## config.mk

```make
export PLATFORM = sky130hd
export DESIGN_NAME = iz_neuron_scheduler
export DESIGN_NICKNAME = d
export VERILOG_FILES = /design/src/rtl/iz_pkg.sv /design/src/rtl/iz_event_fifo.sv /design/src/rtl/iz_neuron_scheduler.sv
export SDC_FILE = /design/constraint.sdc
export NUM_CORES = 1
export LEC_CHECK = 0
export CAP_MARGIN = 40
export CORE_MARGIN = 1
export CORE_UTILIZATION = 62
export CTS_BUF_LIST = sky130_fd_sc_hd__clkbuf_4 sky130_fd_sc_hd__clkbuf_8
export DETAILED_ROUTE_END_ITERATION = 8
export GPL_TIMING_DRIVEN = 0
export PLACE_DENSITY = 0.82
export SLEW_MARGIN = 10
export SYNTH_ARGS = -nofsm -noshare
export SYNTH_HDL_FRONTEND = slang
export SYNTH_SLANG_ARGS = --single-unit
export TNS_END_PERCENT = 30
```

## constraint.sdc

```tcl
create_clock -name clk -period 2.7 [get_ports clk]
set_input_delay 0.81 -clock clk [delete_from_list [all_inputs] [get_ports clk]]
set_output_delay 0.81 -clock clk [all_outputs]
set_load 0.005 [all_outputs]
```

## src/rtl/iz_pkg.sv

```systemverilog
`default_nettype none
// +--------------------------------------------------------------------------+
// | Package    : iz_pkg                                                      |
// | Description: Shared constants and types for the Izhikevich scheduler.    |
// | Revision   : 1.0 - initial release                                       |
// +--------------------------------------------------------------------------+
package iz_pkg;

  localparam int SCALE = 64;
  localparam logic signed [15:0] V_REST   = -16'sd4480;
  localparam logic signed [15:0] V_THRESH = 16'sd1920;

  // Q.6 membrane / recovery state word
  typedef logic signed [15:0] iz_val_t;

  typedef enum logic [1:0] {
    ST_IDLE  = 2'd0,
    ST_ISSUE = 2'd1,
    ST_WRITE = 2'd2,
    ST_DONE  = 2'd3
  } iz_fsm_t;

  function automatic int idx_width(input int n);
    return (n > 1) ? $clog2(n) : 1;
  endfunction

endpackage
`default_nettype wire

```

## src/rtl/iz_event_fifo.sv

```systemverilog
`default_nettype none
// +--------------------------------------------------------------------------+
// | Module     : iz_event_fifo                                               |
// | Description: First-word-fall-through spike event FIFO with sticky        |
// |              overflow flag; DEPTH must be a power of two, at least 2.    |
// | Revision   : 1.0 - initial release                                       |
// +--------------------------------------------------------------------------+
module iz_event_fifo #(
  parameter int DEPTH = 4,
  parameter int WIDTH = 3
) (
  input  logic             clk,
  input  logic             reset,
  input  logic             push,
  input  logic [WIDTH-1:0] push_data,
  input  logic             pop,
  output logic [WIDTH-1:0] pop_data,
  output logic             empty,
  output logic             overflow
);

  localparam int AW = $clog2(DEPTH);

  logic [AW:0]      r_wr_ptr;
  logic [AW:0]      r_rd_ptr;
  logic [WIDTH-1:0] r_mem [DEPTH];
  logic             r_overflow;

  logic w_full;
  logic w_do_pop;
  logic w_do_push;

  // Pointers differ only in the wrap bit when the FIFO is full
  assign empty     = (r_wr_ptr == r_rd_ptr);
  assign w_full    = (r_wr_ptr[AW] != r_rd_ptr[AW]) &&
                     (r_wr_ptr[AW-1:0] == r_rd_ptr[AW-1:0]);
  assign w_do_pop  = pop && !empty;
  assign w_do_push = push && (!w_full || w_do_pop);
  assign pop_data  = r_mem[r_rd_ptr[AW-1:0]];
  assign overflow  = r_overflow;

  always_ff @(posedge clk) begin
    if (reset) begin
      r_wr_ptr   <= '0;
      r_rd_ptr   <= '0;
      r_overflow <= 1'b0;
    end else begin
      if (w_do_push) r_wr_ptr <= r_wr_ptr + 1'b1;
      if (w_do_pop)  r_rd_ptr <= r_rd_ptr + 1'b1;
      if (push && !w_do_push) r_overflow <= 1'b1;
    end
  end

  always_ff @(posedge clk) begin
    if (w_do_push) r_mem[r_wr_ptr[AW-1:0]] <= push_data;
  end

endmodule
`default_nettype wire

```

## src/rtl/iz_neuron_scheduler.sv

```systemverilog
`default_nettype none
// +--------------------------------------------------------------------------+
// | Module     : iz_neuron_scheduler                                         |
// | Description: Sweeps NUM_NEURONS virtual neurons through one shared       |
// |              update datapath and queues spike events. Define             |
// |              IZ_SCHED_TIMEOUT_EN to add the dp_ack watchdog.             |
// | Revision   : 1.0 - initial release                                       |
// +--------------------------------------------------------------------------+
module iz_neuron_scheduler
  import iz_pkg::*;
#(
  parameter  int NUM_NEURONS = 8,
  parameter  int EVT_DEPTH   = 4,
  localparam int IDX_W       = idx_width(NUM_NEURONS)
) (
  input  logic                    clk,
  input  logic                    reset,
  input  logic                    tick,
  output logic                    busy,
  output logic                    dp_req,
  output logic [IDX_W-1:0]        dp_idx,
  output logic signed [15:0]      dp_v,
  output logic signed [15:0]      dp_u,
  input  logic                    dp_ack,
  input  logic [15:0]             dp_v_next,
  input  logic [15:0]             dp_u_next,
  input  logic                    dp_spike,
  output logic                    evt_valid,
  input  logic                    evt_ready,
  output logic [IDX_W-1:0]        evt_idx,
  output logic                    sweep_done,
  output logic                    evt_overflow,
`ifdef IZ_SCHED_TIMEOUT_EN
  output logic                    dp_timeout,
`endif
  output logic                    tick_overrun
);

  localparam logic [IDX_W-1:0] c_last_idx = IDX_W'(NUM_NEURONS - 1);

  iz_fsm_t          r_state;
  logic [IDX_W-1:0] r_idx;
  iz_val_t          r_v [NUM_NEURONS];
  iz_val_t          r_u [NUM_NEURONS];
  iz_val_t          r_cap_v;
  iz_val_t          r_cap_u;
  logic             r_cap_spike;
  logic             r_busy;
  logic             r_dp_req;
  logic             r_sweep_done;
  logic             r_tick_overrun;

  logic             w_push;
  logic             w_pop;
  logic             w_empty;

`ifdef IZ_SCHED_TIMEOUT_EN
  logic [7:0]       r_wd;
  logic             r_dp_timeout;
  logic [7:0]       w_wd_next;

  assign w_wd_next  = r_wd + 8'd1;
  assign dp_timeout = r_dp_timeout;
`endif

  always_ff @(posedge clk) begin
    if (reset) begin
      r_state        <= ST_IDLE;
      r_idx          <= '0;
      r_cap_v        <= '0;
      r_cap_u        <= '0;
      r_cap_spike    <= 1'b0;
      r_busy         <= 1'b0;
      r_dp_req       <= 1'b0;
      r_sweep_done   <= 1'b0;
      r_tick_overrun <= 1'b0;
      for (int i = 0; i < NUM_NEURONS; i++) begin
        r_v[i] <= V_REST;
        r_u[i] <= '0;
      end
`ifdef IZ_SCHED_TIMEOUT_EN
      r_wd           <= '0;
      r_dp_timeout   <= 1'b0;
`endif
    end else begin
      if (tick && (r_state != ST_IDLE)) r_tick_overrun <= 1'b1;

      case (r_state)
        ST_IDLE: begin
          if (tick) begin
            r_state  <= ST_ISSUE;
            r_idx    <= '0;
            r_busy   <= 1'b1;
            r_dp_req <= 1'b1;
`ifdef IZ_SCHED_TIMEOUT_EN
            r_wd     <= '0;
`endif
          end
        end

        ST_ISSUE: begin
          if (dp_ack) begin
            r_cap_v     <= dp_v_next;
            r_cap_u     <= dp_u_next;
            r_cap_spike <= dp_spike;
            r_dp_req    <= 1'b0;
            r_state     <= ST_WRITE;
          end
`ifdef IZ_SCHED_TIMEOUT_EN
          // Stalled datapath: drop this neuron and move on as if written
          else if (w_wd_next == 8'hFF) begin
            r_dp_timeout <= 1'b1;
            r_wd         <= '0;
            if (r_idx == c_last_idx) begin
              r_state      <= ST_DONE;
              r_dp_req     <= 1'b0;
              r_sweep_done <= 1'b1;
            end else begin
              r_idx        <= r_idx + IDX_W'(1);
            end
          end else begin
            r_wd <= w_wd_next;
          end
`endif
        end

        ST_WRITE: begin
          r_v[r_idx] <= r_cap_v;
          r_u[r_idx] <= r_cap_u;
          if (r_idx == c_last_idx) begin
            r_state      <= ST_DONE;
            r_sweep_done <= 1'b1;
          end else begin
            r_idx    <= r_idx + IDX_W'(1);
            r_state  <= ST_ISSUE;
            r_dp_req <= 1'b1;
`ifdef IZ_SCHED_TIMEOUT_EN
            r_wd     <= '0;
`endif
          end
        end

        ST_DONE: begin
          r_state      <= ST_IDLE;
          r_busy       <= 1'b0;
          r_sweep_done <= 1'b0;
        end

        default: begin
          r_state  <= ST_IDLE;
          r_busy   <= 1'b0;
          r_dp_req <= 1'b0;
        end
      endcase
    end
  end

  assign busy         = r_busy;
  assign dp_req       = r_dp_req;
  assign dp_idx       = r_idx;
  assign dp_v         = r_v[r_idx];
  assign dp_u         = r_u[r_idx];
  assign sweep_done   = r_sweep_done;
  assign tick_overrun = r_tick_overrun;

  assign w_push    = (r_state == ST_WRITE) && r_cap_spike;
  assign w_pop     = evt_valid && evt_ready;
  assign evt_valid = !w_empty;

  iz_event_fifo #(
    .DEPTH (EVT_DEPTH),
    .WIDTH (IDX_W)
  ) u_event_fifo (
    .clk       (clk),
    .reset     (reset),
    .push      (w_push),
    .push_data (r_idx),
    .pop       (w_pop),
    .pop_data  (evt_idx),
    .empty     (w_empty),
    .overflow  (evt_overflow)
  );

endmodule
`default_nettype wire

```

==> results of run 1 <==
==> cell type report <==
| type | count | area share |
|---|---|---|
| repair buffers | 123 | 0.0880 |
| clock inverters | 9 | 0.00416 |
| diodes | 1 | 0.000146 |
| inverters | 4 | 0.000875 |
| clock buffers | 83 | 0.0597 |
| well taps | 280 | 0.0204 |
| multi-input cells | 547 | 0.271 |
| flip-flops and latches | 322 | 0.533 |
| plain buffers | 61 | 0.0228 |
==> worst max-delay path by stage <==
| stage | to | depth (start not counted) | startpoint |
|---|---|---|---|
| 3_5_place_dp | dp_v[0] | 5 | flip-flop |
| 3_3_place_gp | r_v[1][13]$_SDFFCE_PN1P_ | 5 | reset |
| 6_report | dp_v[2] | 6 | flip-flop |
| 4_1_cts | dp_u[3] | 7 | flip-flop |
| 5_1_grt | dp_v[2] | 6 | flip-flop |
| 2_1_floorplan | r_u[2][0]$_SDFFCE_PN0P_ | 5 | reset |
==> through the flow <==
stage               std cells  instance area [um^2]
floorplan                 934                 14000
global placement         1294                 15200
detailed placement       1302                 15400
CTS                      1430                 17200
global route             1429                 17200
finish                   1430                 17200
==> power breakdown <==
group	total, mW	internal [mW]	leakage [nW]	switching, mW
Combinational	0.573	0.287	2.38	0.287
Clock	4.36	2.48	0.587	1.88
Sequential	5.57	5.49	3.02	0.0778
Total	10.5	8.26	5.99	2.24
==> cell families after synthesis <==
family | after synthesis | synth area share
buf+inv | 65 | 0.0232
simple gates | 379 | 0.156
compound gates | 52 | 0.0208
flops | 322 | 0.650
xor+xnor | 8 | 0.00499
fa+ha+maj | 7 | 0.00623
mux | 101 | 0.139
==> routing by layer <==
layer | part of all wire | global-route usage
met5 | 0 | 0
met4 | 0.033 | 0.130
met3 | 0.096 | 0.0586
met1 | 0.39 | 0.423
met2 | 0.48 | 0.497
==> registers in the layout, indices dropped and copies added (netlist names), named ones only <==
register	cells
dp_req	1
u_event_fifo.r_rd_ptr	3
r_cap_u	16
sweep_done	1
u_event_fifo.r_wr_ptr	3
tick_overrun	1
u_event_fifo.r_mem	12
u_event_fifo.overflow	1
r_cap_spike	1
dp_idx	3
r_u	128
r_state	2
r_cap_v	16
r_v	128
busy	1
==> critical path, delay by kind of cell, from the launching register on <==
kind,cells,cell delay (ns)
buffers and inverters,4,0.53
DFF,1,0.37
muxes,2,0.83
==> timing repair <==
action | 4_1_cts | 5_1_grt
setup endpoints to repair | 36 | 49
pin swaps | 0 | 0
gates cloned | 4 | 0
gates resized for setup | 256 | 13
setup buffers | 32 | 0
==> placed cells by master, fill, tap and decap left out, drive strengths merged, types with 4 or more instances in the layout <==
cell,instances
a21oi,41
and2,204
buf,96
clkbuf,123
clkdlybuf4s50,44
clkinv,7
dfxtp,54
dlygate4sd2,4
edfxtp,268
ha,7
inv,4
mux2,32
mux4,67
nand2,70
nor2,24
or2,9
or3,57
xor2,5
==> flow_summary.toml, run 1 <==
[outcome]
outcome = "finished, violations left"
violations = "negative setup slack"

[drt]
wl_um = 35000
viasPerCell = 6.17
drc = 0
drt_iter0_drc = 1160
vias = 8816
wl_per_cell_um = 24.5
detail-route-antenna-nets = 0
firstDrtPassIters = 7

[synthesis]
yosys_register_bits = 322
synth.distinct_cells = 45
syn-num-nets = 979
netlist_instances = 934
synth_top_flop_cell = "edfxtp_1"
synth_area_mm2 = 0.0140
async_flop_share = 0
yosysMostFrequentCell = "edfxtp_1"
yosysSeqAreaShare = 0.650
synth_top_area_frac = 0.573
synth_area_leaders = "edfxtp_1, and2_1, mux4_2"
synth_edf_count = 268
synth_top_cell_by_area = "edfxtp_1"
ys_warn_count = 0
synth_commonest_cells = "edfxtp_1, and2_1, nand2_1"
syn_avg_cell_area_um2 = 15.0

[cells_and_area]
area_growth_pct = 22.1
post-route-util = 0.779
fillers = 1218
num-nets-final = 1154
layout-drive-gt1-share = 0.276
regArea_mm2 = 0.00914
multi_input_area_mm2 = 0.00465

[sta]
max_freq_ghz = 0.320
max_slew_margin = 0.501
period_minus_slack_ns = 3.12
tightest_slew_ns = 0.748
final_max_slew_viol_count = 0
hold_viol = 0
fin_setup_tns_ns = -11.33
fin_skew_ns = 0.0179
rsz0062_at_grt = "yes"
worst_slack_ns = -0.421
fin_crit_sh = 1.16
holdWs_ns = 0.488
setup_viol = 32

[floorplanning]
die-area_mm2 = 0.0233
fp.dieH_um = 153
ios = 82
die_w_um = 153
core_area_mm2 = 0.0220
num_rows = 54
start_util = 0.638

[clocking]
cts_inserted_buffers = 50
cts_root_buf = "clkbuf_8"
insertion_delay_ns = 0.58
cts.clk_slew.worst_paths_ns = 0.06
cts_tree = "built"
cts_sinks = 322
clockBufferDepth = 3
cts.htree.levels = 2
hold_buffers = 0

[critical_path]
crit_chain = "buf_12 -> buf_12 -> buf_12 -> mux4_2 -> mux2_4 -> buf_6"
critical_path_peak_fanout = 8
crit_type = "flip-flop to output port"
r2r_setup_slack_ns = 0.10
critPathMaxStageDelay_ns = 0.52
required_ns = 1.89
timing.rr.start = "dp_idx[0]$_SDFFE_PP0P_"
worst_path_most_repeated_cell = "buf_12"
r2r_end = "r_v[2][14]$_SDFFCE_PN1P_"
cp_data_arrival_time_ns = 2.31
rr_worst_depth = 5
slowest_stage = "mux4_2"
start_kind = "flip-flop"
cp-end-kind = "output port"

[global_routing]
grt_pass1_wl_um = 53200
antenna_found_initial = 2
grt_max_degree = 27
gr-total-overflow = 0
grt_pass1_vias = 9034
grt_util_all_layers = 0.310

[run]
drv_cap = 0

[min_path]
hold-path-endpoint = "r_cap_spike$_SDFFE_PP0P_"
min-delay-start = "r_cap_spike$_SDFFE_PP0P_"
hold_path.class = "flip-flop to flip-flop"
worstHoldPathCells = 2

[place]
hpwl_um = 21000
pre_cts_slack_ns = -0.475
gp_congestion = 0.812
port_buffers = 80

[power_and_ir_drop]
power_density_mw_per_mm2 = 612
totalPowerFinal_mw = 10.5
peakVddDrop_mv = 0.442
power.leakage_nw = 5.99
(Power assumes the default switching activity.)
==> run 2, diff against run 1 <==
--- a/config.mk
+++ b/config.mk
@@ -6,7 +6,7 @@
 export NUM_CORES = 1
 export LEC_CHECK = 0
 export CAP_MARGIN = 40
-export CORE_MARGIN = 1
+export CORE_MARGIN = 1.5
 export CORE_UTILIZATION = 62
 export CTS_BUF_LIST = sky130_fd_sc_hd__clkbuf_4 sky130_fd_sc_hd__clkbuf_8
 export DETAILED_ROUTE_END_ITERATION = 8
==> run 2 against run 1 <==
The run still ends with negative setup slack left; global-route usage is 1.4 points lower; clock skew about the same; via count decreased by 2.2%; wire length decreased by 2.6%; fmax up 0.91%; hold slack lost 0.011 ns; sequential share of layout area increased by 1.0 points; critical path type unchanged; critical endpoint is now dp_u[10]; largest power group unchanged.
==> flow_summary.toml, run 2 (synthesized netlist as in run 1, its figures left out) <==
[floorplanning]
die-area_mm2 = 0.0236
fp.dieH_um = 154
ios = 82
die_w_um = 154
core_area_mm2 = 0.0220
num_rows = 54
start_util = 0.638

[critical_path]
crit_chain = "buf_12 -> buf_12 -> buf_6 -> mux4_2 -> mux2_4 -> buf_6"
start_kind = "flip-flop"
slowest_stage = "mux4_2"
critPathMaxStageDelay_ns = 0.52
required_ns = 1.89
critical_path_peak_fanout = 8
crit_type = "flip-flop to output port"
cp_data_arrival_time_ns = 2.28
cp-end-kind = "output port"

[cells_and_area]
layout-drive-gt1-share = 0.264
area_growth_pct = 19.8
final_cell_mix = "edfxtp_1, and2_1, nand2_1"
final_common_cell = "edfxtp_1"
num-nets-final = 1144
reg.largest.list = "r_u x128, r_v x128"
n_antenna_cell = 0
final_cells = 1420
final_area_mm2 = 0.0168

[global_routing]
grt_pass1_wl_um = 51600
grt_max_degree = 26
grt_util_all_layers = 0.297
gr-total-overflow = 0
grt_pass1_vias = 8895
antenna_found_initial = 3

[power_and_ir_drop]
pwr-share-clk = 0.409
power.internal_mw = 8.09
switchingPower_mw = 2.22
netSwitchingFraction = 0.215
combPwrFrac = 0.052
power.leakage_nw = 5.86
peakVddDrop_mv = 0.366
seqPwrFrac = 0.540
power_density_mw_per_mm2 = 613
totalPowerFinal_mw = 10.3

[place]
gp_congestion = 0.805
dp_cells = 1302
hpwl_um = 20700
placed_area_mm2 = 0.0154
port_buffers = 80

[clocking]
cts_tree = "built"
cts.clk_slew.worst_paths_ns = 0.06
cts_root_buf = "clkbuf_8"
cts.htree.levels = 2
cts_sinks = 322
clockBufferDepth = 3
cts_inserted_buffers = 50
insertion_delay_ns = 0.58

[run]
drv_cap = 0

[sta]
tightest_slew_ns = 0.729
period_minus_slack_ns = 3.09
final_max_slew_viol_count = 0
worst_slack_ns = -0.393
fin_skew_ns = 0.0175
holdWs_ns = 0.477
fin_crit_sh = 1.15
rsz0062_at_grt = "yes"
max_freq_ghz = 0.323
hold_viol = 0
setup_viol = 33
max_slew_margin = 0.514

[drt]
drt_iter0_drc = 930
detail-route-antenna-nets = 0
viasPerCell = 6.07
wl_um = 34100
wl_per_cell_um = 24.0
firstDrtPassIters = 5
drc = 0
vias = 8623

[outcome]
outcome = "finished, violations left"
violations = "negative setup slack"

[min_path]
hold_path.class = "flip-flop to flip-flop"
[run 2: changes by cell type in the layout (fill, tap and decap cells not counted), sizes merged]
cell	previous run	this run
buf	96	69
clkbuf	123	139
clkinv	7	11
bufinv	1	0
clkdlybuf4s50	44	45
clkinvlp	1	0
diode	1	0
dlygate4sd2	4	3
[run 2: repair_timing]
item                       4_1_cts  5_1_grt
setup buffers                   22        5
gates resized for setup        181       45
setup endpoints to repair       36       56
cloned                           5        0
hold buffers                     0        0
[run 2: metal layers]
metal | global-route usage | vias up | share of wire
met5 | 0 | - | 0.00041
met4 | 0.101 | 2 | 0.023
met3 | 0.0603 | 57 | 0.098
met2 | 0.475 | 470 | 0.49
met1 | 0.413 | 4324 | 0.39
li1 | - | 3770 | -
[run 2: power groups by stage]
stage               combinational (mW)  sequential (mW)  clock (mW)
finish                           0.535             5.56        4.21
CTS                              0.539             5.56        4.21
global placement                 0.452             5.66           0
global route                     0.567             5.58        4.44
floorplan                        0.246             5.64           0
detailed placement               0.496             5.67           0
[run 2: worst max-delay path, delay by kind of cell, from the launching register on]
family / cells / cell delay [ns]
muxes: 2 / 0.81
buffers and inverters: 4 / 0.53
DFF: 1 / 0.37
[run 2: worst paths after layout]
check             slack, ns                   endpoint  cells after the start                 startpoint
setup reg to reg       0.20   r_u[6][11]$_SDFFCE_PN0P_                      5     dp_idx[0]$_SDFFE_PP0P_
setup / recovery      -0.39                   dp_u[10]                      6                  flip-flop
hold / removal         0.48  tick_overrun$_SDFFE_PP0P_                      2  tick_overrun$_SDFFE_PP0P_
hold reg to reg        0.48  tick_overrun$_SDFFE_PP0P_                      2  tick_overrun$_SDFFE_PP0P_
[run 2: area by class of cell]
type	count	area, um^2
Fill cell	1296	5200
Inverter	4	15.0
Sequential cell	322	9140
Buffer	59	374
Multi-Input combinational cell	547	4640
Clock buffer	82	1000
Clock inverter	11	48.8
Tap cell	280	350
Timing Repair Buffer	115	1250
[run 2: stage by stage]
step	setup TNS (ns)	setup slack [ns]	util
final	-10.74	-0.393	0.764
after global routing	-12.24	-0.424	0.764
after CTS	-13.31	-0.473	0.769
after detailed placement	-51.25	-0.505	0.699
after global placement	-108.98	-0.490	0.690
after floorplan	0	0.369	-
==> run 3, diff against run 2 <==
--- a/config.mk
+++ b/config.mk
@@ -5,15 +5,14 @@
 export SDC_FILE = /design/constraint.sdc
 export NUM_CORES = 1
 export LEC_CHECK = 0
-export CAP_MARGIN = 40
 export CORE_MARGIN = 1.5
 export CORE_UTILIZATION = 62
 export CTS_BUF_LIST = sky130_fd_sc_hd__clkbuf_4 sky130_fd_sc_hd__clkbuf_8
 export DETAILED_ROUTE_END_ITERATION = 8
 export GPL_TIMING_DRIVEN = 0
-export PLACE_DENSITY = 0.82
+export PLACE_DENSITY = 0.83
 export SLEW_MARGIN = 10
 export SYNTH_ARGS = -nofsm -noshare
 export SYNTH_HDL_FRONTEND = slang
+export SYNTH_HIERARCHICAL = 1
 export SYNTH_SLANG_ARGS = --single-unit
-export TNS_END_PERCENT = 30
==> run 3 against run 2 <==
The flow finishes with violations (design-rule violations, negative setup slack); die area shrank 0.38%; non-clock buffer count shrank 4; fmax shrank 1.3%; via count grew 1.3%; total power shrank 1.2%; design area grew 0.25%; clock-buffer cell count grew 1; synthesized cell count grew 0.54%; utilization grew 0.43 points; sequential power is essentially flat; critical path type unchanged.
==> flow_summary.toml, run 3 <==
[clocking]
clockBufferDepth = 3
cts.clk_slew.worst_paths_ns = 0.05
insertion_delay_ns = 0.58
cts_inserted_buffers = 49
hold_buffers = 0
cts_root_buf = "clkbuf_8"
cts_sinks = 322
cts_tree = "built"
cts.htree.levels = 2

[sta]
fin_skew_ns = 0.0235
tightest_slew_ns = 0.817
max_slew_margin = 0.455
period_minus_slack_ns = 3.13
final_max_slew_viol_count = 0
setup_viol = 32
fin_setup_tns_ns = -11.64
holdWs_ns = 0.461
fin_crit_sh = 1.16
hold_viol = 0
worst_slack_ns = -0.434
rsz0062_at_grt = "yes"
max_freq_ghz = 0.319

[floorplanning]
ios = 82
die_w_um = 153
core_area_mm2 = 0.0220
num_rows = 54
fp.dieH_um = 153
start_util = 0.637
die-area_mm2 = 0.0235

[synthesis]
async_flop_share = 0
synth_area_mm2 = 0.0140
netlist_instances = 939
synth_commonest_cells = "edfxtp_1, and2_1, nand2_1"
yosysSeqAreaShare = 0.652
yosys_register_bits = 322
syn_avg_cell_area_um2 = 14.9
synth_edf_count = 268
synth_top_cell_by_area = "edfxtp_1"
ys_warn_count = 6
yosysMostFrequentCell = "edfxtp_1"
syn-num-nets = 984
synth_area_leaders = "edfxtp_1, mux4_2, and2_1"
synth_top_area_frac = 0.575
synth.distinct_cells = 46
synth_top_flop_cell = "edfxtp_1"

[drt]
drc = 5
detail-route-antenna-nets = 0
firstDrtPassIters = 8
vias = 8732
wl_per_cell_um = 23.7
wl_um = 33700
viasPerCell = 6.14
drt_iter0_drc = 874

[cells_and_area]
final_cell_mix = "edfxtp_1, and2_1, nand2_1"
area_growth_pct = 20.5
num-nets-final = 1146
final_cells = 1421
layout-drive-gt1-share = 0.269
fillers = 1199
reg.largest.list = "r_u x128, r_v x128"
final_common_cell = "edfxtp_1"
n_antenna_cell = 0

[place]
hpwl_um = 19400
dp_cells = 1299
port_buffers = 80
gp_congestion = 0.788
pre_cts_slack_ns = -0.894

[critical_path]
crit_type = "flip-flop to output port"
required_ns = 1.89
critical_path_peak_fanout = 8
crit_end = "dp_u[6]"
rr_worst_depth = 5
r2r_end = "r_u[4][11]$_SDFFCE_PN0P_"
cp_data_arrival_time_ns = 2.32
timing.rr.start = "dp_idx[0]$_SDFFE_PP0P_"
r2r_setup_slack_ns = 0.09
cp-end-kind = "output port"
start_kind = "flip-flop"

[outcome]
outcome = "finished, violations left"
violations = "design-rule violations, negative setup slack"

[global_routing]
grt_max_degree = 33
grt_pass1_wl_um = 50900
antenna_found_initial = 0
grt_util_all_layers = 0.293
grt_pass1_vias = 8882
gr-total-overflow = 0

[power_and_ir_drop]
peakVddDrop_mv = 0.350
power_density_mw_per_mm2 = 604
power.leakage_nw = 5.81

[run]
drv_cap = 0

[min_path]
hold_path.class = "flip-flop to flip-flop"
## run 3: critical path, stage by stage (launching register included)
cell and delay (ns):
dfxtp_4 0.39, buf_12 0.17, buf_12 0.16, buf_6 0.11, mux4_2 0.50, mux2_4 0.30
buf_6 0.12
## run 3: final cells by class
| cell class | instances | area [um^2] | area share |
|---|---|---|---|
| plain buffers | 60 | 379 | 0.0225 |
| clock buffers | 83 | 967 | 0.0573 |
| clock inverters | 8 | 36.3 | 0.00215 |
| inverters | 4 | 15.0 | 0.000890 |
| multi-input cells | 554 | 4770 | 0.283 |
| flip-flops and latches | 322 | 9150 | 0.542 |
| well taps | 280 | 350 | 0.0208 |
| repair buffers | 110 | 1200 | 0.0711 |
## run 3: cell families (layout without fill, tap and decap cells)
family,count (synthesis),in the layout,synth area share
and+or+nand+nor,381,384,0.159
DFF,322,322,0.652
buffers and inverters,66,265,0.0200
AOI/OAI and AO/OA,55,55,0.0227
adders and majority gates,7,7,0.00626
muxes,101,101,0.135
xor gates and xnor gates,7,7,0.00438
## run 3: through the flow
step | total power [mW] | area [um^2] | utilization
after floorplan | 5.88 | 14000 | -
after global placement | 6.11 | 15100 | 0.690
after detailed placement | 6.13 | 15100 | 0.690
after CTS | 10.2 | 16900 | 0.768
after global routing | 10.4 | 16900 | 0.768
final | 10.2 | 16900 | 0.768
## run 3: power breakdown
| part | switching, mW | internal, mW |
|---|---|---|
| Clock | 1.85 | 2.25 |
| Combinational | 0.276 | 0.253 |
| Sequential | 0.0741 | 5.49 |
| Total | 2.20 | 7.99 |
## run 3: worst min path at each step
stage,cells past startpoint,startpoint,slack (ns),endpoint
after floorplan,2,r_cap_spike$_SDFFE_PP0P_,0.44,r_cap_spike$_SDFFE_PP0P_
after global placement,2,tick_overrun$_SDFFE_PP0P_,0.44,tick_overrun$_SDFFE_PP0P_
after detailed placement,2,tick_overrun$_SDFFE_PP0P_,0.45,tick_overrun$_SDFFE_PP0P_
after CTS,2,tick_overrun$_SDFFE_PP0P_,0.47,tick_overrun$_SDFFE_PP0P_
after global routing,2,r_cap_spike$_SDFFE_PP0P_,0.49,r_cap_spike$_SDFFE_PP0P_
final,2,tick_overrun$_SDFFE_PP0P_,0.46,tick_overrun$_SDFFE_PP0P_
## run 3: routing by layer
layer  track usage  wire length (um)
met1         0.385             12900
met2         0.489             16700
met3        0.0533              3010
met4         0.120              1070
met5             0                 0
## run 3: repair_timing
item / CTS / global route
gates resized for setup: 257 / 27
setup buffers: 25 / 4
endpoints found under the hold margin: 0 / 0
cloned: 6 / 2
pin swaps: 3 / 4
setup endpoints to repair: 164 / 215
